$ cat config.mk
export PLATFORM = sky130hd
export DESIGN_NAME = linebuf_raster_seq_flat
export DESIGN_NICKNAME = d
export VERILOG_FILES = /design/src/rtl/linebuf_raster_seq_if.sv /design/src/rtl/linebuf_raster_seq.sv /design/src/flat_wrapper.sv
export SDC_FILE = /design/constraint.sdc
export NUM_CORES = 1
export LEC_CHECK = 0
export CAP_MARGIN = 20
export CORE_ASPECT_RATIO = 0.9
export CORE_MARGIN = 2
export CORE_UTILIZATION = 51
export CTS_BUF_LIST = sky130_fd_sc_hd__clkbuf_8
export CTS_CLUSTER_DIAMETER = 30
export DETAILED_ROUTE_END_ITERATION = 10
export GPL_ROUTABILITY_DRIVEN = 0
export GPL_TIMING_DRIVEN = 0
export PLACE_DENSITY_LB_ADDON = 0.15
export REMOVE_ABC_BUFFERS = 1
export SLEW_MARGIN = 15
export SYNTH_ARGS = -nofsm -noshare
export SYNTH_HDL_FRONTEND = slang
export SYNTH_SLANG_ARGS = --single-unit
export TNS_END_PERCENT = 5
$ cat constraint.sdc
create_clock -name clk -period 3.95 [get_ports clk]
set_clock_uncertainty 0.2 [all_clocks]
set_input_delay 0.5925 -clock clk [delete_from_list [all_inputs] [get_ports clk]]
set_output_delay 0.5925 -clock clk [all_outputs]
set_load 0.005 [all_outputs]
$ cat src/rtl/linebuf_raster_seq_if.sv
// Pixel stream bundle: raw source handshake in, coordinate-stamped line-buffer handshake out.
// master = raster sequencer side, slave = source / line buffer side.
interface linebuf_raster_seq_if #(
  parameter int X_W    = 6,
  parameter int Y_W    = 6,
  parameter int YPIX_W = 8
);
  logic              s_valid;
  logic              s_ready;
  logic [YPIX_W-1:0] s_pix;
  logic              lb_valid;
  logic              lb_ready;
  logic [X_W-1:0]    lb_x;
  logic [Y_W-1:0]    lb_y;
  logic [YPIX_W-1:0] lb_pix;
  logic              lb_sol;
  logic              lb_eol;
  logic              lb_eof;
  logic              lb_out_fire;

  modport master (
    input  s_valid, s_pix, lb_ready, lb_out_fire,
    output s_ready, lb_valid, lb_x, lb_y, lb_pix, lb_sol, lb_eol, lb_eof
  );

  modport slave (
    output s_valid, s_pix, lb_ready, lb_out_fire,
    input  s_ready, lb_valid, lb_x, lb_y, lb_pix, lb_sol, lb_eol, lb_eof
  );
endinterface

$ cat src/rtl/linebuf_raster_seq.sv
// Raster sequencer in front of the 1-line luma buffer: stamps (x,y,SOL/EOL/EOF) on a raw pixel
// stream, counts line-buffer output beats and pulses frame_done. Optional macro LINEBUF_SEQ_PERF_EN adds stall_cnt.
module linebuf_raster_seq #(
  parameter int X_W    = 6,
  parameter int Y_W    = 6,
  parameter int YPIX_W = 8,
  parameter int W      = 16,
  parameter int H      = 6
) (
  input  logic        clk,
  input  logic        rst,
  input  logic        en,
  input  logic        start,
  output logic        busy,
  output logic        frame_done,
  output logic        err_extra,
`ifdef LINEBUF_SEQ_PERF_EN
  output logic [31:0] stall_cnt,
`endif
  linebuf_raster_seq_if.master bus
);
  localparam int NPIX  = W * H;
  localparam int OUT_W = $clog2(NPIX + 1);
  localparam logic [X_W-1:0]   X_LAST     = X_W'(W - 1);
  localparam logic [Y_W-1:0]   Y_LAST     = Y_W'(H - 1);
  localparam logic [OUT_W-1:0] OUT_FULL   = OUT_W'(NPIX);
  localparam logic [OUT_W-1:0] OUT_PENULT = OUT_W'(NPIX - 1);

  typedef enum logic [1:0] {IDLE, RUN, DRAIN, DONE} state_t;

  state_t           state_q, state_d;
  logic [X_W-1:0]   x_cnt;
  logic [Y_W-1:0]   y_cnt;
  logic [OUT_W-1:0] out_cnt;
  logic             in_run, at_eol, at_eof, in_fire, start_ok, out_count_en, out_reached;

  assign in_run       = (state_q == RUN);
  assign at_eol       = (x_cnt == X_LAST);
  assign at_eof       = at_eol && (y_cnt == Y_LAST);
  assign in_fire      = en && in_run && bus.s_valid && bus.lb_ready;
  assign start_ok     = en && start && (state_q == IDLE);
  assign out_count_en = en && bus.lb_out_fire && (state_q == RUN || state_q == DRAIN)
                        && (out_cnt != OUT_FULL);
  // The beat that completes the count ends DRAIN in the same cycle, so frame_done trails it by one.
  assign out_reached  = (out_cnt == OUT_FULL) || (bus.lb_out_fire && out_cnt == OUT_PENULT);

  // NOTE: sequential state uses non-blocking assignments so every flop samples pre-edge values.
  always_ff @(posedge clk) begin
    if (rst)     state_q <= IDLE;
    else if (en) state_q <= state_d;
  end

  // NOTE: state_d is defaulted first so no path through this process can infer a latch.
  always_comb begin
    state_d = state_q;
    case (state_q)
      IDLE:    if (start) state_d = RUN;
      RUN:     if (in_fire && at_eof) state_d = DRAIN;
      DRAIN:   if (out_reached) state_d = DONE;
      DONE:    state_d = IDLE;
      default: state_d = IDLE;
    endcase
  end

  // Zero-latency forward; the line buffer shares en, so a frozen cycle transfers nothing.
  always_comb begin
    busy         = (state_q == RUN) || (state_q == DRAIN);
    frame_done   = (state_q == DONE);
    bus.lb_valid = in_run && bus.s_valid;
    bus.s_ready  = in_run && bus.lb_ready;
    bus.lb_pix   = in_run ? bus.s_pix : '0;
    bus.lb_x     = x_cnt;
    bus.lb_y     = y_cnt;
    bus.lb_sol   = in_run && (x_cnt == '0);
    bus.lb_eol   = in_run && at_eol;
    bus.lb_eof   = in_run && at_eof;
  end

  always_ff @(posedge clk) begin
    if (rst) begin
      x_cnt     <= '0;
      y_cnt     <= '0;
      out_cnt   <= '0;
      err_extra <= 1'b0;
    end else if (en) begin
      if (start_ok) begin
        x_cnt     <= '0;
        y_cnt     <= '0;
        out_cnt   <= '0;
        err_extra <= 1'b0;
      end else begin
        if (in_fire) begin
          if (at_eol) begin
            x_cnt <= '0;
            y_cnt <= (y_cnt == Y_LAST) ? '0 : y_cnt + Y_W'(1);
          end else begin
            x_cnt <= x_cnt + X_W'(1);
          end
        end
        if (out_count_en) out_cnt <= out_cnt + OUT_W'(1);
      end
      // A stray output beat while idle outranks a simultaneous start clear.
      if (state_q == IDLE && bus.lb_out_fire) err_extra <= 1'b1;
    end
  end

`ifdef LINEBUF_SEQ_PERF_EN
  always_ff @(posedge clk) begin
    if (rst) begin
      stall_cnt <= '0;
    end else if (en) begin
      if (start_ok) begin
        stall_cnt <= '0;
      end else if (in_run && bus.s_valid && !bus.lb_ready && stall_cnt != '1) begin
        stall_cnt <= stall_cnt + 32'd1;
      end
    end
  end
`endif

endmodule
$ cat src/flat_wrapper.sv
// flat-port wrapper written by rule: the top's interface ports become plain ports
module linebuf_raster_seq_flat 
#(
  parameter int X_W    = 6,
  parameter int Y_W    = 6,
  parameter int YPIX_W = 8,
  parameter int W      = 16,
  parameter int H      = 6
)
  (clk, rst, en, start, busy, frame_done, err_extra, bus_s_valid, bus_s_pix, bus_lb_ready, bus_lb_out_fire, bus_s_ready, bus_lb_valid, bus_lb_x, bus_lb_y, bus_lb_pix, bus_lb_sol, bus_lb_eol, bus_lb_eof);
  linebuf_raster_seq_if #(.X_W(X_W), .Y_W(Y_W), .YPIX_W(YPIX_W)) bus_i ();
  input  logic clk;
  input  logic rst;
  input  logic en;
  input  logic start;
  output logic busy;
  output logic frame_done;
  output logic err_extra;
  input wire logic [$bits(bus_i.s_valid)-1:0] bus_s_valid;
  input wire logic [$bits(bus_i.s_pix)-1:0] bus_s_pix;
  input wire logic [$bits(bus_i.lb_ready)-1:0] bus_lb_ready;
  input wire logic [$bits(bus_i.lb_out_fire)-1:0] bus_lb_out_fire;
  output wire logic [$bits(bus_i.s_ready)-1:0] bus_s_ready;
  output wire logic [$bits(bus_i.lb_valid)-1:0] bus_lb_valid;
  output wire logic [$bits(bus_i.lb_x)-1:0] bus_lb_x;
  output wire logic [$bits(bus_i.lb_y)-1:0] bus_lb_y;
  output wire logic [$bits(bus_i.lb_pix)-1:0] bus_lb_pix;
  output wire logic [$bits(bus_i.lb_sol)-1:0] bus_lb_sol;
  output wire logic [$bits(bus_i.lb_eol)-1:0] bus_lb_eol;
  output wire logic [$bits(bus_i.lb_eof)-1:0] bus_lb_eof;
  assign bus_i.s_valid = bus_s_valid;
  assign bus_i.s_pix = bus_s_pix;
  assign bus_i.lb_ready = bus_lb_ready;
  assign bus_i.lb_out_fire = bus_lb_out_fire;
  assign bus_s_ready = bus_i.s_ready;
  assign bus_lb_valid = bus_i.lb_valid;
  assign bus_lb_x = bus_i.lb_x;
  assign bus_lb_y = bus_i.lb_y;
  assign bus_lb_pix = bus_i.lb_pix;
  assign bus_lb_sol = bus_i.lb_sol;
  assign bus_lb_eol = bus_i.lb_eol;
  assign bus_lb_eof = bus_i.lb_eof;
  linebuf_raster_seq #(.X_W(X_W), .Y_W(Y_W), .YPIX_W(YPIX_W), .W(W), .H(H)) u_core (.clk(clk), .rst(rst), .en(en), .start(start), .busy(busy), .frame_done(frame_done), .err_extra(err_extra), .bus(bus_i));
endmodule
## After elaboration in Yosys (flattened, before gate mapping)

Cells that the tools add are included.

- Flip-flop bits (word level): 22
- Output and inout port bits: 28
- Word-level logic and storage cells: 65
- Input bits: 15

- Equality and inequality tests: 11
- Reductions and logical operators: 30
- Add/sub/neg operators: 3
- Muxes and demuxes: 16

Operators with widths:

| operator | number |
|---|---|
| 6-bit 2-to-1 mux | 7 |
| 1-bit logical AND | 17 |
| 7-bit equality test (second input constant) | 2 |
| 7-bit 2-to-1 mux | 2 |
| 6-bit by 1-bit adder with 6-bit output (second input constant) | 2 |
| 8-bit 2-to-1 mux | 1 |
| 2-bit one-hot mux with 4 select lines | 1 |
| 2-bit nonzero test | 4 |
| 7-bit by 1-bit adder with 7-bit output (second input constant) | 1 |
| 7-bit != test (second input constant) | 1 |
| 6-bit by 3-bit equality test with 1-bit output (second input constant) | 1 |
| 6-bit by 4-bit equality test with 1-bit output (second input constant) | 1 |
| 6-bit logical NOT | 1 |
| 2-bit 2-to-1 mux | 3 |
| 2-bit AND reduction | 3 |
| 2-bit equality test (second input constant) | 2 |
| 2-bit != test (second input constant) | 2 |
| 4-bit AND reduction | 1 |
| 3-bit AND reduction | 1 |
| 2-bit by 1-bit equality test with 1-bit output (second input constant) | 1 |
| 2-bit logical NOT | 1 |
| 1-bit logical OR | 2 |
| 1-bit 2-to-1 mux | 2 |
| 2-bit by 1-bit != test with 1-bit output (second input constant) | 1 |

## Longest topological paths before layout

- Word-level depth: 7
- Gate-level depth with buffers: 8
- Mapped depth without buffers: 7

## Worst setup path after synthesis

OpenSTA, ideal clock, no wires.

- Kind: flip-flop to output port
- Start: register u_core.x_cnt[0], in the netlist u_core.bus.lb_x[0]
- End: output bus_lb_eof
- Arrival: 1.408 ns
- Required time: 3.157 ns
- Setup slack: 1.749 ns
- Cell stages (with the launch flop): 6
- Buffers on the path: 0
- Path through: dfxtp_1 -> ha_1 -> or3b_4 -> nor2_1 -> and2_1 -> and3_1

- Longest elaborated chain between the ends: 3

RTL lines:

| what | RTL line | source |
|---|---|---|
| start, declared | linebuf_raster_seq.sv:32 | `logic [X_W-1:0] x_cnt;` |
| start signal, assigned | linebuf_raster_seq.sv:97 | `x_cnt <= x_cnt + X_W'(1);` |
| 6-bit by 4-bit equality test with 1-bit output | linebuf_raster_seq.sv:38 | `assign at_eol = (x_cnt == X_LAST);` |
| 1-bit logical AND | linebuf_raster_seq.sv:39 | `assign at_eof = at_eol && (y_cnt == Y_LAST);` |
| 1-bit logical AND | linebuf_raster_seq.sv:76 | `bus.lb_eof = in_run && at_eof;` |
| end, declared | flat_wrapper.sv:30 | `output wire logic [$bits(bus_i.lb_eof)-1:0] bus_lb_eof;` |

Every way passes these cells.

## Worst setup path after layout

- Start: register u_core.x_cnt[1], in the netlist u_core.bus.lb_x[1]
- End: output bus_lb_eof

Same word-level chain as after synthesis.

==> impl_metrics.py <==
metrics = {
    "grt": {
        "antenna_found_initial": 0,
        "track_usage": 0.214,
        "overflow": 0,
        "grt_pass1_wl_mm": 5.00,
        "grt_max_degree": 15,
        "grt_pass1_vias": 1162,
    },
    "sta": {
        "worst_slew_pin_slew_ns": 0.549,
        "fmax_mhz": 322,
        "fin_crit_sh": 0.787,
        "layout_min_cycle_time_ns": 3.11,
        "relSlewSlack": 0.634,
        "finalSetupTns_ns": 0,
        "drv_slew": 0,
        "setup_viol": 0,
        "rsz0062_at_grt": "false",
        "hold_viol": 0,
        "finalWorstSetupSlack_ns": 0.843,
    },
    "worst_setup_path": {
        "crit_fanout": 5,
        "start_kind": "flip-flop",
        "reg2regPathDepth": 7,
        "worstReg2RegStart": "u_core.state_q[1]",
        "r2r-end": "u_core.bus.lb_y[5]",
        "crit_start": "u_core.bus.lb_x[1]",
        "regToRegSetupSlack_ns": 1.60,
        "endpoint": "bus_lb_eof",
        "critPathCaptureType": "output port",
        "required_ns": 3.16,
        "cp.arrival_ns": 2.31,
        "path_class": "reg -> out",
    },
    "logic_synthesis": {
        "synth_enable_flop_cells": 0,
        "synthArstFlopShare": 0,
        "synth_top_cell_by_area": "dfxtp_1",
        "syn-cell-area_um2": 1300,
        "ys_seq_area_frac": 0.338,
        "synth.avg_cell_area_um2": 8.24,
        "yosys_register_bits": 22,
        "yosysWarnings": 0,
        "synth-main-ff-cell": "dfxtp_1",
        "ys_top_cells_by_area": "dfxtp_1, ha_1, nor2_1",
        "synth_top_area_share": 0.338,
        "postSynthCellCount": 158,
        "synth_cell_types": 33,
    },
    "detailed_routing": {
        "drt_iter0_drc": 26,
        "ant_nets": 0,
        "drc": 0,
        "vias_per_cell": 5.56,
        "dr.pass1.iters": 4,
        "wl_per_cell_um": 13.5,
        "routed_wl_mm": 3.08,
        "vias": 1267,
    },
    "cells_and_area": {
        "multi_input_area_um2": 812,
        "seqCellArea_um2": 440,
        "utilization": 0.741,
        "areaGrowthSynthToFinish_pct": 39.3,
        "design_area_um2": 1810,
        "antenna_cells": 0,
        "drive_gt1_frac": 0.0550,
        "nets": 226,
        "fillers": 197,
    },
    "clock_tree": {
        "cts_resized": 0,
        "clk_pin_slew_ns": 0.08,
        "htree_levels": 1,
        "clock_latency_ns": 0.26,
        "post_cts_buffers": 0,
        "cts_buffer_depth": 2,
        "numCtsBuffers": 3,
        "cts-root-buf": "clkbuf_8",
        "cts_sinks": 22,
        "cts_hold_buffers": 0,
        "cts_tree": "yes",
    },
    "placed_design": {
        "place_ws_ns": 1.16,
        "place_area_um2": 1740,
        "io_buffers": 42,
        "dpl.hpwl_mm": 2.34,
    },
    "outcome": {
        "status": "completed",
    },
    "power": {
        "p_sw_mw": 0.140,
        "p_leak_nw": 0.686,
        "pwr-share-comb": 0.225,
        "powerDensity_nw_per_um2": 314,
        "vdd.ir_drop.worst_v": 0.000417,
        "p_int_mw": 0.430,
        "clock_power_share": 0.367,
        "seqPwrFrac": 0.409,
        "netSwitchingFraction": 0.246,
    },
    "floorplanning": {
        "ios": 43,
        "rows": 17,
        "start_util": 0.532,
        "core_um2": 2450,
        "dieArea_um2": 2970,
        "die_h_um": 51.9,
        "die_w_um": 57.2,
    },
    "job": {
        "cap_violations": 0,
    },
    "min_path": {
        "hold_path_class": "reg -> reg",
    },
}
-- critical path, cell delays in order (launching register included) --
cell,delay [ns]
dfxtp_1,0.41
ha_1,0.23
or3b_4,0.40
nor2_1,0.17
and2_1,0.19
and3_1,0.16
clkdlybuf4s50_1,0.49
-- power groups by stage --
stage	sequential [mW]	combinational [mW]	clock, mW
global route	0.234	0.140	0.224
global placement	0.238	0.123	0
finish	0.233	0.128	0.209
detailed placement	0.238	0.127	0
floorplan	0.237	0.0629	0
CTS	0.233	0.128	0.213
-- worst min-delay path by stage --
stage / start / end / slack, ns / cells after the start
floorplan: u_core.err_extra / u_core.err_extra / 0.28 / 2
global placement: u_core.err_extra / u_core.err_extra / 0.27 / 2
detailed placement: u_core.err_extra / u_core.err_extra / 0.28 / 2
CTS: u_core.bus.lb_x[1] / u_core.bus.lb_x[1] / 0.32 / 2
global route: u_core.bus.lb_x[1] / u_core.bus.lb_x[1] / 0.36 / 2
finish: u_core.err_extra / u_core.err_extra / 0.32 / 2
-- area by class of cell --
class,instances,share of cell area
multi-input cells,123,0.448
flip-flops and latches,22,0.243
repair buffers,42,0.232
clock buffers,3,0.0228
well taps,28,0.0193
inverters,9,0.0186
clock inverters,1,0.0166
-- routing by layer --
layer	GRT usage	vias up	part of all wire
li1	-	638	-
met1	0.240	586	0.43
met2	0.389	41	0.50
met3	0.0771	2	0.071
met4	0.0504	0	0.0032
met5	0	-	0
-- flip-flops by register name (all words and copies together), names as in the netlist --
name,flops
u_core.bus.lb_y,6
u_core.err_extra,1
u_core.bus.lb_x,6
u_core.state_q,2
u_core.out_cnt,7
-- placed cells by master, fill, tap and decap left out, types with 4 or more instances in the layout --
cell type,netlist,routed
clkdlybuf4s50_1,0,42
dfxtp_1,22,22
nor2_1,21,21
nand2_1,12,12
and2_1,11,11
ha_1,10,10
inv_1,9,9
nand3_1,9,9
a21oi_1,9,9
xnor2_1,8,8
and3_1,4,4
nand4_1,4,4
-- Yosys cell counts (all sizes together) (3+ instances only) --
cell     n
and3     4
nand2   12
nor2    21
dfxtp   22
nand4    4
a31oi    3
a21oi    9
nand3    9
xor2     3
ha      10
xnor2    8
inv      9
clkbuf   3
o21ai    5
and2    11
-- kinds of logic (layout without fill, tap and decap cells) --
kind of cell,count (synthesis),after routing,synth area share
AO/OA/AOI/OAI,26,26,0.141
flip-flops,22,22,0.338
multiplexers,2,2,0.0154
AND/OR/NAND/NOR,74,74,0.297
buffers and inverters,13,55,0.0375
adder cells (fa/ha/maj),10,10,0.0962
XOR/XNOR,11,11,0.0740
-- stage by stage --
| stage | cells | hold slack, ns | total power [mW] |
|---|---|---|---|
| 6_report | 228 | 0.320 | 0.570 |
| 3_5_place_dp | 224 | 0.283 | 0.365 |
| 4_1_cts | 228 | 0.320 | 0.574 |
| 2_1_floorplan | 154 | 0.278 | 0.300 |
| 5_1_grt | 228 | 0.362 | 0.598 |
| 3_3_place_gp | 224 | 0.268 | 0.361 |
No activity file was read; power rests on OpenSTA's default activity.
